## config.mk

```make
export PLATFORM = sky130hd
export DESIGN_NAME = io_output_unit
export DESIGN_NICKNAME = d
export VERILOG_FILES = /design/src/rtl/io_pkg.sv /design/src/rtl/io_out_handshake.sv /design/src/rtl/io_output_unit.sv
export SDC_FILE = /design/constraint.sdc
export NUM_CORES = 1
export LEC_CHECK = 0
export ABC_AREA = 1
export CORE_MARGIN = 1
export CORE_UTILIZATION = 47
export DETAILED_ROUTE_END_ITERATION = 8
export PLACE_DENSITY = 0.77
export SLEW_MARGIN = 20
export SYNTH_ARGS = -nofsm -noshare
export SYNTH_HDL_FRONTEND = slang
export SYNTH_SLANG_ARGS = --single-unit
export TNS_END_PERCENT = 10
```

## constraint.sdc

```tcl
create_clock -name clk -period 1.2 [get_ports clk]
set_input_delay 0.12 -clock clk [delete_from_list [all_inputs] [get_ports clk]]
set_output_delay 0.12 -clock clk [all_outputs]
set_load 0.03 [all_outputs]
```

## src/rtl/io_pkg.sv

```systemverilog
// Shared types and constants for the I/O unit output statement machine.
// State indices, state encodings, character codes and default digit counts.
package io_pkg;

    localparam int OCT_DIGITS_DEF = 10;
    localparam int DEC_DIGITS_DEF = 8;

    localparam int S_IDLE     = 0;
    localparam int S_SIGN     = 1;
    localparam int S_SIGN_REL = 2;
    localparam int S_SHIFT    = 3;
    localparam int S_WAIT_AC  = 4;
    localparam int S_DIG      = 5;
    localparam int S_DIG_REL  = 6;
    localparam int S_END      = 7;
    localparam int S_END_REL  = 8;
    localparam int S_DONE     = 9;
    localparam int S_NUM      = 10;

    typedef enum logic [S_NUM-1:0] {
        ST_IDLE     = 10'b1 << S_IDLE,
        ST_SIGN     = 10'b1 << S_SIGN,
        ST_SIGN_REL = 10'b1 << S_SIGN_REL,
        ST_SHIFT    = 10'b1 << S_SHIFT,
        ST_WAIT_AC  = 10'b1 << S_WAIT_AC,
        ST_DIG      = 10'b1 << S_DIG,
        ST_DIG_REL  = 10'b1 << S_DIG_REL,
        ST_END      = 10'b1 << S_END,
        ST_END_REL  = 10'b1 << S_END_REL,
        ST_DONE     = 10'b1 << S_DONE
    } out_state_e;

    localparam logic [4:0] CH_PLUS  = 5'b00010;
    localparam logic [4:0] CH_MINUS = 5'b00011;
    localparam logic [4:0] CH_END   = 5'b00111;

    // Numeric characters carry bit 4; octal drops the top digit bit.
    function automatic logic [4:0] digit_code(
        input logic       dec,
        input logic [3:0] d
    );
        return dec ? {1'b1, d} : {2'b10, d[2:0]};
    endfunction

endpackage

```

## src/rtl/io_out_handshake.sv

```systemverilog
// Four-phase character sender shared by the sign, digit and end phases.
// Valid never rises while ack is high; a request made then is held armed.
module io_out_handshake
    import io_pkg::*;
(
    input  logic clk,
    input  logic resetn,
    input  logic i_send,
    input  logic i_ack,
    output logic o_valid,
    output logic o_taken,
    output logic o_done
);

    logic r_arm;
    logic r_valid;
    logic r_rel;
    logic w_req;

    assign w_req = i_send | r_arm;

    // Request / release sequencing of the link.
    always_ff @(posedge clk or negedge resetn) begin
        if (!resetn) begin
            r_arm   <= 1'b0;
            r_valid <= 1'b0;
            r_rel   <= 1'b0;
        end else if (r_valid) begin
            if (i_ack) begin
                r_valid <= 1'b0;
                r_rel   <= 1'b1;
            end
        end else if (r_rel && i_ack) begin
            if (i_send) begin
                r_arm <= 1'b1;
            end
        end else begin
            r_rel <= 1'b0;
            if (w_req) begin
                r_valid <= ~i_ack;
                r_arm   <= i_ack;
            end
        end
    end

    assign o_valid = r_valid;
    assign o_taken = r_valid & i_ack;
    assign o_done  = r_rel & ~i_ack;

endmodule

```

## src/rtl/io_output_unit.sv

```systemverilog
// Output statement machine: sign, N digits shifted out of AC, optional end.
// IO_OUT_END_CODE_EN enables the trailing end character.
module io_output_unit
    import io_pkg::*;
#(
    parameter int OCT_DIGITS = OCT_DIGITS_DEF,
    parameter int DEC_DIGITS = DEC_DIGITS_DEF
) (
    input  logic       clk,
    input  logic       resetn,
    input  logic       order_output_from_op,
    input  logic       output_oct_from_pnl,
    input  logic       output_dec_from_pnl,
    input  logic       stop_after_output_from_pnl,
    input  logic       ac_answer_from_ac,
    input  logic       output_sign_from_ac,
    input  logic [3:0] output_data_from_au,
    input  logic       output_ack_from_dev,
    output logic       output_active_to_io,
    output logic       shift_3_bit_to_ac,
    output logic       shift_4_bit_to_ac,
    output logic       order_io_to_ac,
    output logic       start_pulse_to_pu,
    output logic       output_valid_to_dev,
    output logic [4:0] output_data_to_dev
);

    if ((OCT_DIGITS < 1) || (OCT_DIGITS > 15) ||
        (DEC_DIGITS < 1) || (DEC_DIGITS > 15)) begin : g_bad_digits
        $error("io_output_unit: digit counts must be in 1..15");
    end

    localparam logic [3:0] N_OCT = 4'(OCT_DIGITS);
    localparam logic [3:0] N_DEC = 4'(DEC_DIGITS);

    out_state_e r_state;
    out_state_e w_next;
    logic       r_dec;
    logic [3:0] r_cnt;
    logic [4:0] r_data;
    logic       r_start;

    logic       w_send;
    logic       w_begin;
    logic       w_load_sign;
    logic       w_load_dig;
    logic       w_load_end;
    logic       w_load_start;
    logic       w_cnt_inc;
    logic       w_last;
    logic [3:0] w_n;
    logic       w_valid;
    logic       w_taken;
    logic       w_done;

    assign w_n    = r_dec ? N_DEC : N_OCT;
    assign w_last = (r_cnt == (w_n - 4'd1));

    io_out_handshake u_hs (
        .clk     (clk),
        .resetn  (resetn),
        .i_send  (w_send),
        .i_ack   (output_ack_from_dev),
        .o_valid (w_valid),
        .o_taken (w_taken),
        .o_done  (w_done)
    );

    // State register.
    always_ff @(posedge clk or negedge resetn) begin
        if (!resetn) begin
            r_state <= ST_IDLE;
        end else begin
            r_state <= w_next;
        end
    end

    // Next state and per-phase load strobes.
    always_comb begin
        w_next       = r_state;
        w_send       = 1'b0;
        w_begin      = 1'b0;
        w_load_sign  = 1'b0;
        w_load_dig   = 1'b0;
        w_load_end   = 1'b0;
        w_load_start = 1'b0;
        w_cnt_inc    = 1'b0;
        unique case (1'b1)
            r_state[S_IDLE]: begin
                if (order_output_from_op) begin
                    w_next      = ST_SIGN;
                    w_send      = 1'b1;
                    w_begin     = 1'b1;
                    w_load_sign = 1'b1;
                end
            end
            r_state[S_SIGN]: begin
                if (w_taken) begin
                    w_next = ST_SIGN_REL;
                end
            end
            r_state[S_SIGN_REL]: begin
                if (w_done) begin
                    w_next = ST_SHIFT;
                end
            end
            r_state[S_SHIFT]: begin
                w_next = ST_WAIT_AC;
            end
            r_state[S_WAIT_AC]: begin
                if (ac_answer_from_ac) begin
                    w_next     = ST_DIG;
                    w_send     = 1'b1;
                    w_load_dig = 1'b1;
                end
            end
            r_state[S_DIG]: begin
                if (w_taken) begin
                    w_next = ST_DIG_REL;
                end
            end
            r_state[S_DIG_REL]: begin
                if (w_done) begin
                    w_cnt_inc = 1'b1;
                    if (w_last) begin
`ifdef IO_OUT_END_CODE_EN
                        w_next     = ST_END;
                        w_send     = 1'b1;
                        w_load_end = 1'b1;
`else
                        w_next       = ST_DONE;
                        w_load_start = 1'b1;
`endif
                    end else begin
                        w_next = ST_SHIFT;
                    end
                end
            end
`ifdef IO_OUT_END_CODE_EN
            r_state[S_END]: begin
                if (w_taken) begin
                    w_next = ST_END_REL;
                end
            end
            r_state[S_END_REL]: begin
                if (w_done) begin
                    w_next       = ST_DONE;
                    w_load_start = 1'b1;
                end
            end
`endif
            r_state[S_DONE]: begin
                w_next = ST_IDLE;
            end
            default: begin
                w_next = ST_IDLE;
            end
        endcase
    end

    // Mode latch, digit counter, character register and restart pulse.
    always_ff @(posedge clk or negedge resetn) begin
        if (!resetn) begin
            r_dec   <= 1'b0;
            r_cnt   <= 4'd0;
            r_data  <= 5'd0;
            r_start <= 1'b0;
        end else begin
            r_start <= w_load_start & ~stop_after_output_from_pnl;
            if (w_begin) begin
                r_dec <= output_dec_from_pnl;
                r_cnt <= 4'd0;
            end else if (w_cnt_inc) begin
                r_cnt <= r_cnt + 4'd1;
            end
            if (w_load_sign) begin
                r_data <= output_sign_from_ac ? CH_MINUS : CH_PLUS;
            end else if (w_load_dig) begin
                r_data <= digit_code(r_dec, output_data_from_au);
            end else if (w_load_end) begin
                r_data <= CH_END;
            end
        end
    end

    assign output_active_to_io = ~r_state[S_IDLE];
    assign shift_3_bit_to_ac   = ~r_state[S_IDLE] & ~r_dec;
    assign shift_4_bit_to_ac   = ~r_state[S_IDLE] & r_dec;
    assign order_io_to_ac      = r_state[S_SHIFT];
    assign start_pulse_to_pu   = r_start;
    assign output_valid_to_dev = w_valid;
    assign output_data_to_dev  = r_data;

    logic w_unused;
    assign w_unused = output_oct_from_pnl;

endmodule

```

==> results.ini <==
[sta]
skew_ns = 0.009573
fmax_ghz = 0.7815
worst_slew_pin_slew_ns = 0.2992
rsz0062_at_grt = yes
min_period_ns = 1.280
worst_slack_ns = -0.07966
slew_headroom = 0.8013
finalMaxSlewViolations = 0
timing.final.crit_share = 1.066
hold_viol = 0
finalSetupViolations = 8

[worst_setup_path]
critPathMaxFanout = 3
crit_path_end_kind = output port
critical_path.max_stage_delay_ns = 0.58
cp.required_ns = 1.08
critPathSlowestCell = dfstp_2
cp-start-kind = flop
crit_top_cell = buf_6
crit_chain = buf_6, nor2_2, buf_6
worstPathArrival_ns = 1.16
criticalPathCategory = flop to output port

[route]
avgRoutedWirePerCell_um = 11.88
vias = 821
drc_errors = 0
drtPass1Iterations = 4
post_drt_via_cell_ratio = 4.887
drtAntennaViolNets = 0
drt_iter0_drc = 21
finalWirelength_mm = 1.995

[die]
core-area_mm2 = 0.001802
row_count = 15
die_w_um = 46.66
dieArea_mm2 = 0.002177
initial_utilization = 0.5201
num_io_pins = 24
dieHeight_um = 46.66

[global_route]
grt_max_degree = 22
grt_pass1_vias = 818
antenna_found_initial = 0
overflow = 0
track_usage = 0.2128
grt_pass1_wl_mm = 3.222

[clocking]
cts_buffers = 3
cts_buffer_depth = 2
insertion_delay_ns = 0.30
cts_setup_buffers = 0
cts_sinks = 21
root_buffer = clkbuf_4
clkTransAtPathRegs_ns = 0.12
htree_levels = 1
hold_buffers = 0
cts_tree = done

[power]
p_per_area_mw_per_mm2 = 2346
vdd_drop_max_uv = 1372
p_leak_nw = 0.6633

[run_status]
status = complete, but fails checks
violations = setup timing

[synth]
yosysSeqAreaShare = 0.5621
synth_flop_cell = dfrtp_1
yosysWarnings = 0
synth_cells = 109
synth.distinct_cells = 21
ys_seq_elements = 21
synthArstFlopShare = 1.000
syn_nets = 123
syn_area_per_cell_um2 = 8.598
synth-edff-count = 0
syn_area_um2 = 937.1

[placed_design]
place.port_buffers = 22
post-place-ws_ns = -0.08908
finalWeightedCongestion = 0.7470
dpl.cell_count = 164
placedInstanceArea_mm2 = 0.001244
post-dp-hpwl_mm = 1.573

[layout]
synthToLayoutAreaGrowth_pct = 34.58
drive_above_1_share = 0.1888
mostFrequentLayoutCells = 23 x nand2_1, 20 x dfrtp_1, 18 x inv_1, 11 x o21ai_0, 11 x clkdlybuf4s50_1
final_nets = 158
final_common_cell = nand2_1
seq_area_um2 = 526.8
n_fill_cell = 156
post-route-cell-area_mm2 = 0.001261
antennaDiodeCount = 0
multi_input_area_um2 = 330.3
fin_cells = 168

[flow_run]
maxCapViolCount = 0

[worst_hold_path]
hold_class = primary input to async pin

-- sequential cells by signal (all words and copies together), names as in the netlist --
signal / count
output_data_to_dev: 5
r_cnt: 4
r_dec: 1
r_state: 7
start_pulse_to_pu: 1
u_hs.o_valid: 1
u_hs.r_arm: 1
u_hs.r_rel: 1
-- power breakdown --
| group | switching (mW) | total, mW | leakage, nW | internal, mW |
|---|---|---|---|---|
| logic | 0.857 | 1.39 | 0.383 | 0.536 |
| clock network | 0.206 | 0.335 | 0.0150 | 0.130 |
| registers | 0.227 | 1.23 | 0.265 | 1.00 |
| total | 1.29 | 2.96 | 0.663 | 1.67 |
-- final cells by class --
class                   instances  share of cell area
well taps                      25             0.02480
inverters                      20             0.06151
multi-input cells              67              0.2619
flip-flops and latches         21              0.4177
clock buffers                   4             0.02083
repair buffers                 31              0.2133
-- path summary, 6_finish.rpt --
path / start / end / cells past startpoint / slack (ns)
setup reg to reg: r_state[0]$_DFF_PN1_ / output_data_to_dev[4]$_DFFE_PN0P_ / 4 / -0.03
hold reg to reg: r_state[2]$_DFF_PN0_ / r_state[3]$_DFF_PN0_ / 2 / 0.48
min in group clk: output_dec_from_pnl / r_dec$_DFFE_PN0N_ / 3 / 0.35
setup / recovery: r_state[0]$_DFF_PN1_ / shift_3_bit_to_ac / 3 / -0.08
max in group asynchronous: resetn / r_state[0]$_DFF_PN1_ / 2 / 0.80
hold / removal: resetn / r_cnt[3]$_DFFE_PN0P_ / 2 / 0.14
-- cells by family after synthesis --
logic type      after synthesis  share of synthesized area
simple gates                 47                     0.2243
xor+xnor                      1                   0.009348
flops                        21                     0.5621
compound gates               18                     0.1001
buf+inv                      21                    0.09079
fa+ha+maj                     1                    0.01335
-- cells in the mapped netlist (3+ instances only) --
master	n	area [um^2]
nor2_1	8	30.03
nand3_1	8	40.04
o22ai_1	3	18.77
nand2_1	23	86.33
nand4_1	3	18.77
dfrtp_1	20	500.5
o21ai_0	11	55.05
inv_1	18	67.56
a21oi_1	3	15.01
-- per-layer routing --
layer / global-route usage / vias up / wire, um
met2: 0.3639 / 27 / 1014
met1: 0.2670 / 376 / 888
met5: 0 / - / 0
met3: 0.04314 / 0 / 92
li1: - / 418 / -
met4: 0.06857 / 0 / 0
-- what timing repair did --
item | 4_1_cts | 5_1_grt
gates resized for setup | 12 | 18
gates cloned | 0 | 0
endpoints found under the setup margin | 14 | 22
pin swaps | 0 | 0
-- through the flow --
| step | utilization | setup TNS (ns) | power [mW] | hold slack [ns] |
|---|---|---|---|---|
| 2_1_floorplan | - | 0 | 2.056 | -0.1756 |
| 5_1_grt | 0.7000 | -0.7355 | 3.165 | 0.1755 |
| 3_3_place_gp | 0.6903 | -0.1804 | 2.592 | 0.4688 |
| 3_5_place_dp | 0.6903 | -0.5545 | 2.678 | 0.4681 |
| 4_1_cts | 0.7007 | -0.3544 | 2.932 | 0.1446 |
| 6_report | 0.7000 | -0.2501 | 2.959 | 0.1380 |
-- critical path, delay by kind of cell, from the launching register on --
family        cells  cell delay [ns]
flops             1             0.58
simple gates      1             0.04
buf+inv           2             0.24
(Power assumes the default switching activity.)
